$ cat src/rtl/alu_exec_unit_if.sv
`default_nettype none
// ============================================================================
// Module   : alu_exec_unit_if
// Purpose  : Request/result bundle between the EX-stage sequencer and the ALU.
// Revision : 1.0
// ============================================================================
interface alu_exec_unit_if #(
  parameter int WIDTH = 32,
  parameter int SHW   = 5
);
  logic             start;
  logic [3:0]       aluctrl;
  logic             chooseshift;
  logic [WIDTH-1:0] opa;
  logic [WIDTH-1:0] opb;
  logic [SHW-1:0]   shamt;
  logic             busy;
  logic             done;
  logic [WIDTH-1:0] result;
  logic             zero;
  logic             overflow;
  logic             illegal;

  modport master (
    output start, aluctrl, chooseshift, opa, opb, shamt,
    input  busy, done, result, zero, overflow, illegal
  );

  modport slave (
    input  start, aluctrl, chooseshift, opa, opb, shamt,
    output busy, done, result, zero, overflow, illegal
  );
endinterface
`default_nettype wire

$ cat src/rtl/alu_exec_unit.sv
`default_nettype none
// ============================================================================
// Module   : alu_exec_unit
// Purpose  : Registered ALU; single-cycle logic/arith, 1-bit/cycle shifter.
// Revision : 1.0
// ============================================================================
module alu_exec_unit #(
  parameter int WIDTH = 32,
  parameter int SHW   = 5
) (
  input  logic              clk,
  input  logic              rst_n,
  alu_exec_unit_if.slave    bus
);

  localparam logic [3:0] C_OP_AND = 4'b0000;
  localparam logic [3:0] C_OP_OR  = 4'b0001;
  localparam logic [3:0] C_OP_ADD = 4'b0010;
  localparam logic [3:0] C_OP_SUB = 4'b0110;
  localparam logic [3:0] C_OP_SLL = 4'b0011;
  localparam logic [3:0] C_OP_SRL = 4'b0100;
  localparam logic [3:0] C_OP_SLT = 4'b0111;

  typedef enum logic [1:0] {
    ST_IDLE  = 2'd0,
    ST_SHIFT = 2'd1,
    ST_FIN   = 2'd2
  } state_t;

  state_t           state_q, state_d;
  logic [WIDTH-1:0] shreg_q, shreg_d;
  logic [SHW-1:0]   cnt_q,   cnt_d;
  logic             left_q,  left_d;
  logic [WIDTH-1:0] result_q, result_d;
  logic             zero_q, zero_d;
  logic             ovf_q,  ovf_d;
  logic             ill_q,  ill_d;

  logic [WIDTH-1:0] w_sum;
  logic [WIDTH-1:0] w_diff;
  logic             w_slt;
  logic [WIDTH-1:0] w_alu_res;
  logic             w_alu_ovf;
  logic             w_alu_ill;
  logic             w_is_shift;
  logic [SHW-1:0]   w_amt;
  logic [WIDTH-1:0] w_shifted;
  logic             w_accept;

  // Single-cycle datapath evaluated straight off the request inputs.
  always_comb begin
    w_sum     = bus.opa + bus.opb;
    w_diff    = bus.opa - bus.opb;
    w_slt     = $signed(bus.opa) < $signed(bus.opb);
    w_alu_res = '0;
    w_alu_ovf = 1'b0;
    w_alu_ill = 1'b0;
    case (bus.aluctrl)
      C_OP_AND: w_alu_res = bus.opa & bus.opb;
      C_OP_OR:  w_alu_res = bus.opa | bus.opb;
      C_OP_ADD: begin
        w_alu_res = w_sum;
        w_alu_ovf = (bus.opa[WIDTH-1] == bus.opb[WIDTH-1]) &&
                    (w_sum[WIDTH-1] != bus.opa[WIDTH-1]);
      end
      C_OP_SUB: begin
        w_alu_res = w_diff;
        w_alu_ovf = (bus.opa[WIDTH-1] != bus.opb[WIDTH-1]) &&
                    (w_diff[WIDTH-1] != bus.opa[WIDTH-1]);
      end
      C_OP_SLT: w_alu_res = {{(WIDTH-1){1'b0}}, w_slt};
      default:  w_alu_ill = 1'b1;
    endcase
  end

  assign w_is_shift = (bus.aluctrl == C_OP_SLL) || (bus.aluctrl == C_OP_SRL);
  assign w_amt      = bus.chooseshift ? bus.shamt : bus.opb[SHW-1:0];
  assign w_shifted  = left_q ? (shreg_q << 1) : (shreg_q >> 1);
  // FIN accepts too, which is what lets single-cycle ops issue back-to-back.
  assign w_accept   = bus.start && (state_q != ST_SHIFT);

  always_comb begin
    state_d  = state_q;
    shreg_d  = shreg_q;
    cnt_d    = cnt_q;
    left_d   = left_q;
    result_d = result_q;
    zero_d   = zero_q;
    ovf_d    = ovf_q;
    ill_d    = ill_q;

    if (state_q == ST_SHIFT) begin
      shreg_d = w_shifted;
      cnt_d   = cnt_q - SHW'(1);
      if (cnt_q == SHW'(1)) begin
        result_d = w_shifted;
        zero_d   = (w_shifted == '0);
        ovf_d    = 1'b0;
        ill_d    = 1'b0;
        state_d  = ST_FIN;
      end
    end else if (w_accept) begin
      if (w_is_shift && (w_amt != '0)) begin
        shreg_d = bus.opa;
        cnt_d   = w_amt;
        left_d  = (bus.aluctrl == C_OP_SLL);
        state_d = ST_SHIFT;
      end else if (w_is_shift) begin
        result_d = bus.opa;
        zero_d   = (bus.opa == '0);
        ovf_d    = 1'b0;
        ill_d    = 1'b0;
        state_d  = ST_FIN;
      end else begin
        result_d = w_alu_res;
        zero_d   = (w_alu_res == '0);
        ovf_d    = w_alu_ovf;
        ill_d    = w_alu_ill;
        state_d  = ST_FIN;
      end
    end else begin
      state_d = ST_IDLE;
    end
  end

  always_ff @(posedge clk or negedge rst_n) begin
    if (!rst_n) begin
      state_q  <= ST_IDLE;
      shreg_q  <= '0;
      cnt_q    <= '0;
      left_q   <= 1'b0;
      result_q <= '0;
      zero_q   <= 1'b0;
      ovf_q    <= 1'b0;
      ill_q    <= 1'b0;
    end else begin
      state_q  <= state_d;
      shreg_q  <= shreg_d;
      cnt_q    <= cnt_d;
      left_q   <= left_d;
      result_q <= result_d;
      zero_q   <= zero_d;
      ovf_q    <= ovf_d;
      ill_q    <= ill_d;
    end
  end

  assign bus.busy     = (state_q == ST_SHIFT);
  assign bus.done     = (state_q == ST_FIN);
  assign bus.result   = result_q;
  assign bus.zero     = zero_q;
  assign bus.overflow = ovf_q;
  assign bus.illegal  = ill_q;

endmodule
`default_nettype wire
$ cat src/flat_wrapper.sv
// flat-port wrapper written by rule: the top's interface ports become plain ports
module alu_exec_unit_flat 
#(
  parameter int WIDTH = 32,
  parameter int SHW   = 5
)
  (clk, rst_n, bus_start, bus_aluctrl, bus_chooseshift, bus_opa, bus_opb, bus_shamt, bus_busy, bus_done, bus_result, bus_zero, bus_overflow, bus_illegal);
  alu_exec_unit_if #(.WIDTH(WIDTH), .SHW(SHW)) bus_i ();
  input  logic clk;
  input  logic rst_n;
  input wire logic [$bits(bus_i.start)-1:0] bus_start;
  input wire logic [$bits(bus_i.aluctrl)-1:0] bus_aluctrl;
  input wire logic [$bits(bus_i.chooseshift)-1:0] bus_chooseshift;
  input wire logic [$bits(bus_i.opa)-1:0] bus_opa;
  input wire logic [$bits(bus_i.opb)-1:0] bus_opb;
  input wire logic [$bits(bus_i.shamt)-1:0] bus_shamt;
  output wire logic [$bits(bus_i.busy)-1:0] bus_busy;
  output wire logic [$bits(bus_i.done)-1:0] bus_done;
  output wire logic [$bits(bus_i.result)-1:0] bus_result;
  output wire logic [$bits(bus_i.zero)-1:0] bus_zero;
  output wire logic [$bits(bus_i.overflow)-1:0] bus_overflow;
  output wire logic [$bits(bus_i.illegal)-1:0] bus_illegal;
  assign bus_i.start = bus_start;
  assign bus_i.aluctrl = bus_aluctrl;
  assign bus_i.chooseshift = bus_chooseshift;
  assign bus_i.opa = bus_opa;
  assign bus_i.opb = bus_opb;
  assign bus_i.shamt = bus_shamt;
  assign bus_busy = bus_i.busy;
  assign bus_done = bus_i.done;
  assign bus_result = bus_i.result;
  assign bus_zero = bus_i.zero;
  assign bus_overflow = bus_i.overflow;
  assign bus_illegal = bus_i.illegal;
  alu_exec_unit #(.WIDTH(WIDTH), .SHW(SHW)) u_core (.clk(clk), .rst_n(rst_n), .bus(bus_i));
endmodule
$ cat config.mk
export PLATFORM = sky130hd
export DESIGN_NAME = alu_exec_unit_flat
export DESIGN_NICKNAME = d
export VERILOG_FILES = /design/src/rtl/alu_exec_unit_if.sv /design/src/rtl/alu_exec_unit.sv /design/src/flat_wrapper.sv
export SDC_FILE = /design/constraint.sdc
export NUM_CORES = 1
export LEC_CHECK = 0
export CORE_MARGIN = 2
export CORE_UTILIZATION = 63
export DETAILED_ROUTE_END_ITERATION = 7
export PLACE_DENSITY = 0.85
export SYNTH_ARGS = -nofsm -noshare
export SYNTH_HDL_FRONTEND = slang
export SYNTH_SLANG_ARGS = --single-unit
$ cat constraint.sdc
create_clock -name clk -period 8 [get_ports clk]
set_input_delay 2.4 -clock clk [delete_from_list [all_inputs] [get_ports clk]]
set_output_delay 2.4 -clock clk [all_outputs]
set_load 0.005 [all_outputs]
Yosys cells after proc, flatten, opt, wreduce, memory -nomap -nowiden:

Index checks and enable logic that the tools add are counted.

* output and inout bits: 37
* input bits: 77
* logic and storage cells: 81
* flip-flop bits (word level): 75

* bitwise logic cells: 3
* reduce and logical (&&, ||, !) cells: 16
* multiplexer cells: 34
* $lt $le $gt $ge: 1
* add/sub/neg operators: 3
* equal/unequal tests: 16

Operator list (number)
* 32-bit 2-to-1 mux: 9
* 32-bit case mux with 5 select lines: 1
* 32-bit zero test: 3
* 32-bit adder: 1
* 32-bit bitwise AND: 1
* 32-bit < comparator: 1
* 32-bit bitwise OR: 1
* 32-bit subtractor: 1
* 5-bit 2-to-1 mux: 4
* 1-bit 2-to-1 mux: 15
* 4-bit by 3-bit equality test with 1-bit output (second input constant): 3
* 4-bit by 2-bit equality test with 1-bit output (second input constant): 2
* 2-bit 2-to-1 mux: 4
* 3-bit AND reduction: 2
* 5-bit by 1-bit equality test with 1-bit output (second input constant): 1
* 5-bit nonzero test: 1
* 5-bit OR reduction: 1
* 5-bit by 1-bit subtractor with 5-bit output (second input constant): 1
* 4-bit by 1-bit equality test with 1-bit output (second input constant): 1
* 1-bit logical AND: 4
* 4-bit zero test: 1
* 2-bit by 1-bit inequality test with 1-bit output (second input constant): 2
* 2-bit nonzero test: 2
* 1-bit inequality test: 3
* other kinds (8): 8

Depth between registers and ports, before layout:

Gate-level depths: netlist of run 1.

* depth after elaboration: 8
* gate-level depth with buffers: 14
* depth with buffers taken out: 14

Worst setup path before layout of run 1:

Ideal clock, no wire load.

* kind: in2reg
* start point: input bus_opa[0]
* end point: register u_core.zero_q, in the netlist u_core.bus.zero
* stages: 14
* slack: 2.644 ns
* data required time: 7.908 ns
* arrival: 5.264 ns
* library setup time: 0.092 ns
* path buffers: 0
* cells stage by stage: inv_1 > ha_1 > fa_1 > nor2_1 > o211ai_1 > a21oi_2 > nand3_1 > and3_1 > and3_1 > a2111oi_0 > and4_1 > nand4_1 > or4_1 > o31ai_2

* cells in the longest elaborated chain, start to end: 7
* elaborated cells on any way between the ends: 12
* classes of those cells: add/sub (2); order compare (1); mux (5); bitwise (2); reduce/logical (2)

Ends and longest elaborated chain
* start, declared: line flat_wrapper.sv:14 `input wire logic [$bits(bus_i.opa)-1:0] bus_opa;`
* 32-bit subtractor (tied with other cells): line alu_exec_unit.sv:53 `w_diff = bus.opa - bus.opb;`
* 32-bit case mux with 5 select lines: line alu_exec_unit.sv:58 `case (bus.aluctrl)`
* 32-bit zero test: line alu_exec_unit.sv:116 `zero_d = (w_alu_res == '0);`
* 1-bit 2-to-1 mux (*): line alu_exec_unit.sv:108 `end else if (w_is_shift) begin`
* 1-bit 2-to-1 mux (*): line alu_exec_unit.sv:103 `if (w_is_shift && (w_amt != '0)) begin`
* 1-bit 2-to-1 mux (*): line alu_exec_unit.sv:102 `end else if (w_accept) begin`
* 1-bit 2-to-1 mux (*): line alu_exec_unit.sv:92 `if (state_q == ST_SHIFT) begin`
* end signal, assigned: line alu_exec_unit.sv:142 `zero_q <= zero_d;`
* end, declared: line alu_exec_unit.sv:35 `logic zero_q, zero_d;`

Mark *: on every way between the ends. The rest lies on a longest branch, timed or not. The select of a mux whose other input is x is not followed.
A chain may end at the register's enable or synchronous reset.

Worst setup path in the final report of run 1:

Same ends and word-level chain as after synthesis.

==> results of run 1 <==
power groups by stage:
stage / clock (mW) / combinational (mW) / sequential [mW]
after floorplan: 0 / 0.560 / 0.588
after global placement: 0 / 0.848 / 0.613
after detailed placement: 0 / 0.875 / 0.621
after CTS: 0.466 / 0.897 / 0.621
after global routing: 0.484 / 0.993 / 0.639
final: 0.469 / 0.924 / 0.635
kinds of logic after synthesis:
kind of cell,Yosys count
buffers and inverters,192
AND/OR/NAND/NOR,458
XOR/XNOR,12
AO/OA/AOI/OAI,454
adder cells (fa/ha/maj),103
flip-flops,75
multiplexers,44
layout make-up:
type / count / area (µm²)
inverter: 104 / 390.4
fill: 1168 / 3913
tap: 188 / 235.2
multi-input combinational: 1071 / 7126
clock buffer: 9 / 225.2
clock inverter: 7 / 116.4
sequential: 75 / 1877
timing repair buffer: 131 / 1264
cell usage after synthesis, drive strengths merged, types with 5 or more instances:
library cell  count  share of area (%)
nor2b            23                1.5
a221oi           10               0.96
mux2i            27                2.8
xnor2             8               0.72
o31ai            18                1.5
nor3b             6               0.46
a21o             14                1.1
a211o             8               0.72
a31oi            25                1.6
dfrtp            75                 19
a21oi           139                7.5
o221ai            6               0.54
o21bai            8               0.62
a211oi           30                2.6
nor4             23                1.5
buf              34                1.9
or2               7               0.45
nand2           121                4.7
a21boi            9               0.69
nand4            18                1.2
nand2b           18                1.2
mux2             16                1.8
nor2            145                5.6
and3              6               0.44
o22ai             8               0.51
o311a             5               0.51
nand3            25                1.3
or3               8               0.56
inv             103                4.0
o21a              8               0.62
nor3             30                1.5
o21ai            99                5.2
o2111ai           7               0.63
o211ai           25                2.0
and2              8               0.51
ha              101                 13
clkbuf           54                2.1
per-layer routing:
| layer | GRT usage, % | vias up | wire length [µm] | share of wire (%) |
|---|---|---|---|---|
| li1 | - | 4953 | - | - |
| met1 | 57.24 | 5084 | 13870 | 36 |
| met2 | 70.93 | 949 | 16440 | 43 |
| met3 | 8.940 | 238 | 4311 | 11 |
| met4 | 34.52 | 0 | 3557 | 9.3 |
| met5 | 0 | - | 0 | 0 |
tightest hold or removal path: stages (launching register included):
cell	delay, ns
sky130_fd_sc_hd__dfrtp_1	0.34
sky130_fd_sc_hd__nand2_1	0.07
sky130_fd_sc_hd__o41ai_2	0.05
registers in the layout (all words and copies together) (netlist names):
register,cells
u_core.bus.illegal,1
u_core.shreg_q,32
u_core.state_q,2
u_core.cnt_q,5
u_core.bus.zero,1
u_core.left_q,1
u_core.bus.overflow,1
u_core.bus.result,32
cells in the final DEF (no fill, tap or decap), types with 7 or more instances in the layout:
cell,n
sky130_fd_sc_hd__a21oi_2,7
sky130_fd_sc_hd__o21ai_0,92
sky130_fd_sc_hd__buf_4,19
sky130_fd_sc_hd__a21boi_0,9
sky130_fd_sc_hd__a211o_1,8
sky130_fd_sc_hd__a21oi_1,131
sky130_fd_sc_hd__nand2_1,120
sky130_fd_sc_hd__nand4_1,17
sky130_fd_sc_hd__nand2b_1,18
sky130_fd_sc_hd__a211oi_1,26
sky130_fd_sc_hd__o31ai_1,16
sky130_fd_sc_hd__ha_1,101
sky130_fd_sc_hd__a31oi_1,25
sky130_fd_sc_hd__o2111ai_1,7
sky130_fd_sc_hd__clkbuf_16,9
sky130_fd_sc_hd__nor2b_1,23
sky130_fd_sc_hd__nand3_1,24
sky130_fd_sc_hd__dfrtp_1,75
sky130_fd_sc_hd__nor4_1,23
sky130_fd_sc_hd__mux2_2,16
sky130_fd_sc_hd__a221oi_1,9
sky130_fd_sc_hd__o21a_1,8
sky130_fd_sc_hd__and2_1,8
sky130_fd_sc_hd__nor2_1,144
sky130_fd_sc_hd__xnor2_1,8
sky130_fd_sc_hd__clkdlybuf4s50_1,112
sky130_fd_sc_hd__inv_1,99
sky130_fd_sc_hd__nor3_1,29
sky130_fd_sc_hd__a21o_1,14
sky130_fd_sc_hd__o211ai_1,24
sky130_fd_sc_hd__o21bai_1,8
sky130_fd_sc_hd__o22ai_1,8
sky130_fd_sc_hd__mux2i_1,27
sky130_fd_sc_hd__or3_1,7
how the worst max path moves through the flow:
| stage | end | slack, ns | depth (start not counted) |
|---|---|---|---|
| after floorplan | u_core.bus.zero | 2.64 | 14 |
| after global placement | u_core.bus.zero | 1.24 | 15 |
| after detailed placement | u_core.bus.zero | 1.24 | 13 |
| after CTS | u_core.bus.zero | 1.58 | 13 |
| after global routing | u_core.bus.zero | 1.27 | 14 |
| final | u_core.bus.zero | 1.47 | 15 |
stage by stage:
stage	hold slack (ns)	std cells	instance area [µm²]	total power [mW]	setup WS, ns
3_3_place_gp	0.4609	1569	10890	1.460	1.238
6_report	0.4859	1585	11230	2.028	1.469
5_1_grt	0.5071	1585	11230	2.116	1.268
3_5_place_dp	0.4657	1569	10890	1.496	1.242
2_1_floorplan	0.4576	1338	9763	1.147	2.644
4_1_cts	0.4860	1585	11230	1.984	1.581
==> impl_metrics.csv, run 1 <==
group,metric,value,unit
timing,relSlewSlack,33.42,%
cts,cts_hold_repair.buffers,0,
power_and_ir_drop,internal_power,1.191,mW
synthesis,ys_warn_count,0,
routing,detail_route.first_pass.iterations,8,
timing,fin_setup_tns,0,ns
timing,finClkSkew,0.005256,ns
synthesis,post_synth_edffs,0,
min_path,worst_hold_path.num_cells,2,
synthesis,yosys.area_share.xor_xnor,1.077,%
placement,dpl.hpwl,28050,µm
timing,timing.final.hold_violations,0,
floorplanning,initial_utilization,64.46,%
power_and_ir_drop,switching_share,41.31,%
floorplanning,core,0.01515,mm²
power_and_ir_drop,power_density,180.6,mW/mm²
min_path,holdCritPathClass,"reg2reg",
synthesis,mux_contribution_to_synthesized_area,4.844,%
critical_path,worst_path_class_setup,"in2reg",
cts,cts_buffers,9,
timing,final.min_clock_period,6.531,ns
synthesis,yosys_register_bits,75,
cts,tritoncts_num_sinks,75,
critical_path,critPathMaxStageDelay,0.65,ns
synthesis,synthAdderAreaFrac,13.35,%
critical_path,reg_to_reg_slack_setup,4.16,ns
critical_path,crit_fanout,5,
global_routing,grt_pass1_vias,10710,
cts,post_cts.repair.setup_buffers,0,
synthesis,postSynthCellCount,1338,
cts,cts_resized,0,
cts,h_tree_depth,3,
cts,clk_latency,0.35,ns
cts,cts_tree,"yes",
global_routing,grt_overflow_total,0,
critical_path,timing.rr.start,"u_core.state_q[1]",
floorplanning,top_level_ports,114,
routing,initialDrtViolationCount,1889,
power_and_ir_drop,static-leakage-power,4.814,nW
floorplanning,area_enclosed_by_the_die_boundary,0.01651,mm²
synthesis,area_fraction_in_compound_gates_after_synthesis,30.90,%
critical_path,cp_common_cell,"sky130_fd_sc_hd__o2111ai_1",
cts,clk_path_buf_depth,2,
timing,unrepaired_setup_endpoints_after_global_routing,"false",
power_and_ir_drop,power_frac_seq,31.3,%
status,run_status,"completed",
synthesis,ys_seq_area_share,19.22,%
cts,clkTransAtPathRegs,0.06,ns
synthesis,postSynth.topFlopCell,"sky130_fd_sc_hd__dfrtp_1",
run,max_cap_viol_count,0,
synthesis,netlist_area_pre_place,0.009763,mm²
critical_path,cp_data_required_time,8.26,ns
routing,via_count,11224,
global_routing,grt_max_degree,76,
synthesis,synth_fp_nets,1518,
timing,transition_time_of_the_tightest_slew_check_pin,0.9987,ns
critical_path,setup.worst_path.start,"bus_opa[0]",
routing,detail_route.wl_per_cell,24.09,µm
layout,area_added_between_synthesis_and_finish,15.06,%
synthesis,synthSimpleGateAreaFrac,22.63,%
critical_path,worstPathCellList,"clkdlybuf4s50_1, inv_1, ha_1, fa_1, nor2_1, o2111ai_1, nand2_1, o21ai_2, o41ai_4, a211oi_1, or3_1, a31oi_1, o2111ai_1, or4_1, o31ai_2",
layout,num-nets-final,1572,
floorplanning,placementRows,45,
critical_path,critical_path.startpoint_type,"primary input",
timing,timing.final.max_slew_violations,0,
floorplanning,dieHeight,128.5,µm
power_and_ir_drop,comb_power_share,45.6,%
synthesis,largest_family_of_logic_cells_by_synthesized_area,"compound AO/OA/AOI/OAI gates",
min_path,timing.hold.worst_endpoint,"u_core.bus.overflow",
layout,utilization,74.17,%
global_routing,grtUsageTotal,46.03,%
floorplanning,die_width,128.5,µm
power_and_ir_drop,worst_ir_drop_vdd,219.1,µV
critical_path,worst_flop_to_flop_path_endpoint,"u_core.bus.zero",
power_and_ir_drop,net-switching-power,0.8378,mW
critical_path,timing.critical_path.buf_inv,2,
placement,port_buffers,113,
routing,post_drt_via_cell_ratio,7.081,
routing,remaining_drc_errors,0,
placement,finalWeightedCongestion,1.024,
timing,timing.final.crit_share,81.63,%
timing,max_clock_freq,0.1531,GHz
global_routing,number_of_antenna_violations_at_the_first_check_in_global_routing,0,
min_path,hp-start,"u_core.bus.overflow",
routing,totalWireLength,38180,µm
power_and_ir_drop,p_clk_share,23.1,%
critical_path,slowest_stage,"sky130_fd_sc_hd__clkdlybuf4s50_1",
timing,setup_viol,0,
cts,clk_root_buffer_cell,"sky130_fd_sc_hd__clkbuf_16",
layout,drive_above_1_share,7.158,%
routing,antenna_left,0,
critical_path,critPathArrivalTime,6.79,ns
layout,antenna_cells,0,
global_routing,grt_first_pass_wirelength,58530,µm
synthesis,synth_async_sr_flop_share,100.0,%
synthesis,synth_cell_types,92,
critical_path,cpLargestDelayFamily,"compound AO/OA/AOI/OAI gates",
critical_path,worst_r2r_path_depth,14,
synthesis,post_syn_area_per_cell,7.297,µm²
critical_path,worstSetupEndpointType,"flop",
No activity file was read; power rests on OpenSTA's default activity.
==> inputs of run 2 (changes only) <==
--- a/config.mk
+++ b/config.mk
@@ -6,9 +6,9 @@
 export NUM_CORES = 1
 export LEC_CHECK = 0
 export CORE_MARGIN = 2
-export CORE_UTILIZATION = 63
+export CORE_UTILIZATION = 59
 export DETAILED_ROUTE_END_ITERATION = 7
-export PLACE_DENSITY = 0.85
+export PLACE_DENSITY = 0.8
 export SYNTH_ARGS = -nofsm -noshare
 export SYNTH_HDL_FRONTEND = slang
 export SYNTH_SLANG_ARGS = --single-unit
==> constraint.sdc (replaced) <==
create_clock -name clk -period 6.33 [get_ports clk]
set_input_delay 1.899 -clock clk [delete_from_list [all_inputs] [get_ports clk]]
set_output_delay 1.899 -clock clk [all_outputs]
set_load 0.005 [all_outputs]
==> run 2 against run 1 <==
First-iteration DRC count shrank 33%. Clock-buffer cell count grew 2. Cell count grew 4.1%. Sequential share of layout area shrank 0.40 points. Sequential power grew 25%.
==> impl_metrics.csv, run 2 (synthesis gave the netlist of run 1 again) <==
group,metric,value,unit
routing,via_count,11071,
timing,timing.final.max_slew_violations,0,
critical_path,worst_path_class_setup,"in2reg",
min_path,timing.hold.worst_endpoint,"u_core.bus.illegal",
routing,post_drt_via_cell_ratio,6.710,
cts,cts_hold_repair.buffers,0,
critical_path,reg_to_reg_slack_setup,2.86,ns
power_and_ir_drop,power_density,217.0,mW/mm²
timing,unrepaired_setup_endpoints_after_global_routing,"false",
global_routing,grtUsageTotal,43.34,%
timing,transition_time_of_the_tightest_slew_check_pin,1.140,ns
floorplanning,initial_utilization,59.72,%
routing,detail_route.first_pass.iterations,5,
power_and_ir_drop,net-switching-power,1.031,mW
timing,relSlewSlack,23.97,%
min_path,holdCritPathClass,"reg2reg",
cts,post_cts.repair.setup_buffers,0,
placement,place.detailed.instances,1634,
layout,layout.cells.most_common_list,"sky130_fd_sc_hd__nor2_1, sky130_fd_sc_hd__a21oi_1, sky130_fd_sc_hd__nand2_1, sky130_fd_sc_hd__clkdlybuf4s50_1, sky130_fd_sc_hd__ha_1",
cts,clkTransAtPathRegs,0.06,ns
power_and_ir_drop,internal_power,1.466,mW
floorplanning,die_width,132.6,µm
timing,setup_ws,0.2748,ns
cts,h_tree_depth,3,
cts,tritoncts_num_sinks,75,
run,max_cap_viol_count,0,
critical_path,timing.rr.start,"u_core.state_q[0]",
layout,area_added_between_synthesis_and_finish,17.85,%
critical_path,worst_flop_to_flop_path_endpoint,"u_core.bus.zero",
routing,initialDrtViolationCount,1259,
floorplanning,placementRows,47,
floorplanning,top_level_ports,114,
critical_path,critPathArrivalTime,6.31,ns
power_and_ir_drop,comb_power_share,47.1,%
global_routing,grt_pass1_vias,10820,
critical_path,worstSetupEndpointType,"flop",
cts,cts_tree,"yes",
global_routing,grt_max_degree,76,
power_and_ir_drop,static-leakage-power,4.968,nW
timing,max_clock_freq,0.1651,GHz
timing,timing.final.crit_share,95.66,%
min_path,hp-start,"u_core.bus.illegal",
critical_path,critical_path.startpoint_type,"primary input",
layout,layout.cell_area.non_filler,0.01151,mm²
cts,cts_buffers,9,
cts,clk_root_buffer_cell,"sky130_fd_sc_hd__clkbuf_16",
timing,setup_viol,0,
global_routing,grt_overflow_total,0,
placement,pre_cts_ws,0.07423,ns
power_and_ir_drop,p_clk_share,21.2,%
timing,final.min_clock_period,6.055,ns
placement,finalWeightedCongestion,1.054,
timing,fin_setup_tns,0,ns
floorplanning,core,0.01635,mm²
placement,dpl.hpwl,30050,µm
status,run_status,"completed",
layout,num-nets-final,1605,
routing,totalWireLength,38590,µm
timing,finClkSkew,0.005770,ns
placement,port_buffers,113,
cts,cts_resized,0,
floorplanning,area_enclosed_by_the_die_boundary,0.01759,mm²
power_and_ir_drop,power_frac_seq,31.7,%
critical_path,crit_fanout,7,
power_and_ir_drop,worst_ir_drop_vdd,280.7,µV
layout,antenna_cells,0,
floorplanning,dieHeight,132.6,µm
critical_path,worst_r2r_path_depth,11,
min_path,worst_hold_path.num_cells,2,
cts,clk_latency,0.34,ns
routing,antenna_left,0,
placement,placement.cell_area,0.01119,mm²
routing,remaining_drc_errors,0,
cts,clk_path_buf_depth,2,
global_routing,grt_first_pass_wirelength,59730,µm
routing,detail_route.wl_per_cell,23.39,µm
timing,timing.final.hold_violations,0,
layout,instances_no_fill,1650,
power_and_ir_drop,switching_share,41.28,%
power_and_ir_drop,total_power_after_layout,2.496,mW
global_routing,number_of_antenna_violations_at_the_first_check_in_global_routing,0,
layout,drive_above_1_share,9.301,%
layout,filler_cell_count,1325,
layout,mostFrequentLayoutCell,"sky130_fd_sc_hd__nor2_1",
critical_path,cp_data_required_time,6.58,ns
run 2: cell count changes in the layout (fill, tap and decap cells not counted):
cell	before	now
sky130_fd_sc_hd__bufinv_16	3	1
sky130_fd_sc_hd__buf_12	0	1
sky130_fd_sc_hd__buf_4	19	51
sky130_fd_sc_hd__clkinvlp_4	1	0
sky130_fd_sc_hd__clkbuf_8	0	2
sky130_fd_sc_hd__clkinv_4	1	3
sky130_fd_sc_hd__clkinv_2	2	1
run 2: metal layers:
| metal | wire length, µm | share of wire (%) | vias to the layer above | GRT usage [%] |
|---|---|---|---|---|
| met4 | 3055 | 7.9 | 0 | 28.97 |
| met3 | 3998 | 10 | 175 | 8.582 |
| met1 | 14440 | 37 | 5121 | 53.59 |
| li1 | - | - | 5004 | - |
| met5 | 0 | 0 | - | 0 |
| met2 | 17100 | 44 | 771 | 68.62 |
run 2: through the flow:
step / hold slack [ns] / utilization [%]
after detailed placement: 0.4691 / 68.46
final: 0.4843 / 70.38
after CTS: 0.4872 / 70.38
after global routing: 0.4994 / 70.38
after floorplan: 0.4576 / -
after global placement: 0.4617 / 68.46
run 2: power groups by stage:
stage / sequential [mW] / combinational (mW) / clock (mW)
final: 0.791 / 1.18 / 0.530
after global routing: 0.803 / 1.27 / 0.548
after CTS: 0.778 / 1.14 / 0.529
after detailed placement: 0.781 / 1.13 / 0
after global placement: 0.774 / 1.10 / 0
after floorplan: 0.743 / 0.707 / 0
run 2: critical path: stages:
cell	delay (ns)
sky130_fd_sc_hd__clkdlybuf4s50_1	0.64
sky130_fd_sc_hd__inv_1	0.19
sky130_fd_sc_hd__ha_1	0.42
sky130_fd_sc_hd__buf_4	0.20
sky130_fd_sc_hd__or2_1	0.26
sky130_fd_sc_hd__or3_4	0.36
sky130_fd_sc_hd__o41ai_4	0.53
sky130_fd_sc_hd__a211oi_1	0.20
sky130_fd_sc_hd__or3_1	0.37
sky130_fd_sc_hd__a31oi_1	0.36
sky130_fd_sc_hd__o2111ai_1	0.22
sky130_fd_sc_hd__or4_1	0.47
sky130_fd_sc_hd__o31ai_2	0.18
run 2: worst max path at each step:
stage / endpoint / depth (start not counted) / slack (ns) / start
global route: u_core.bus.zero / 15 / 0.09 / bus_opa[0]
floorplan: u_core.bus.zero / 14 / 1.48 / bus_opa[0]
finish: u_core.bus.zero / 13 / 0.27 / bus_opa[17]
detailed placement: u_core.bus.zero / 13 / 0.07 / bus_opa[17]
CTS: u_core.bus.zero / 13 / 0.39 / bus_opa[17]
global placement: u_core.bus.zero / 13 / 0.05 / bus_opa[17]
run 2: cell type report:
type / count / area, µm² / area share (%)
clock buffer: 11 / 252.7 / 2.197
clock inverter: 5 / 61.31 / 0.5328
timing repair buffer: 164 / 1524 / 13.24
inverter: 104 / 390.4 / 3.393
sequential: 75 / 1877 / 16.31
multi-input combinational: 1071 / 7126 / 61.93
tap: 220 / 275.3 / 2.392
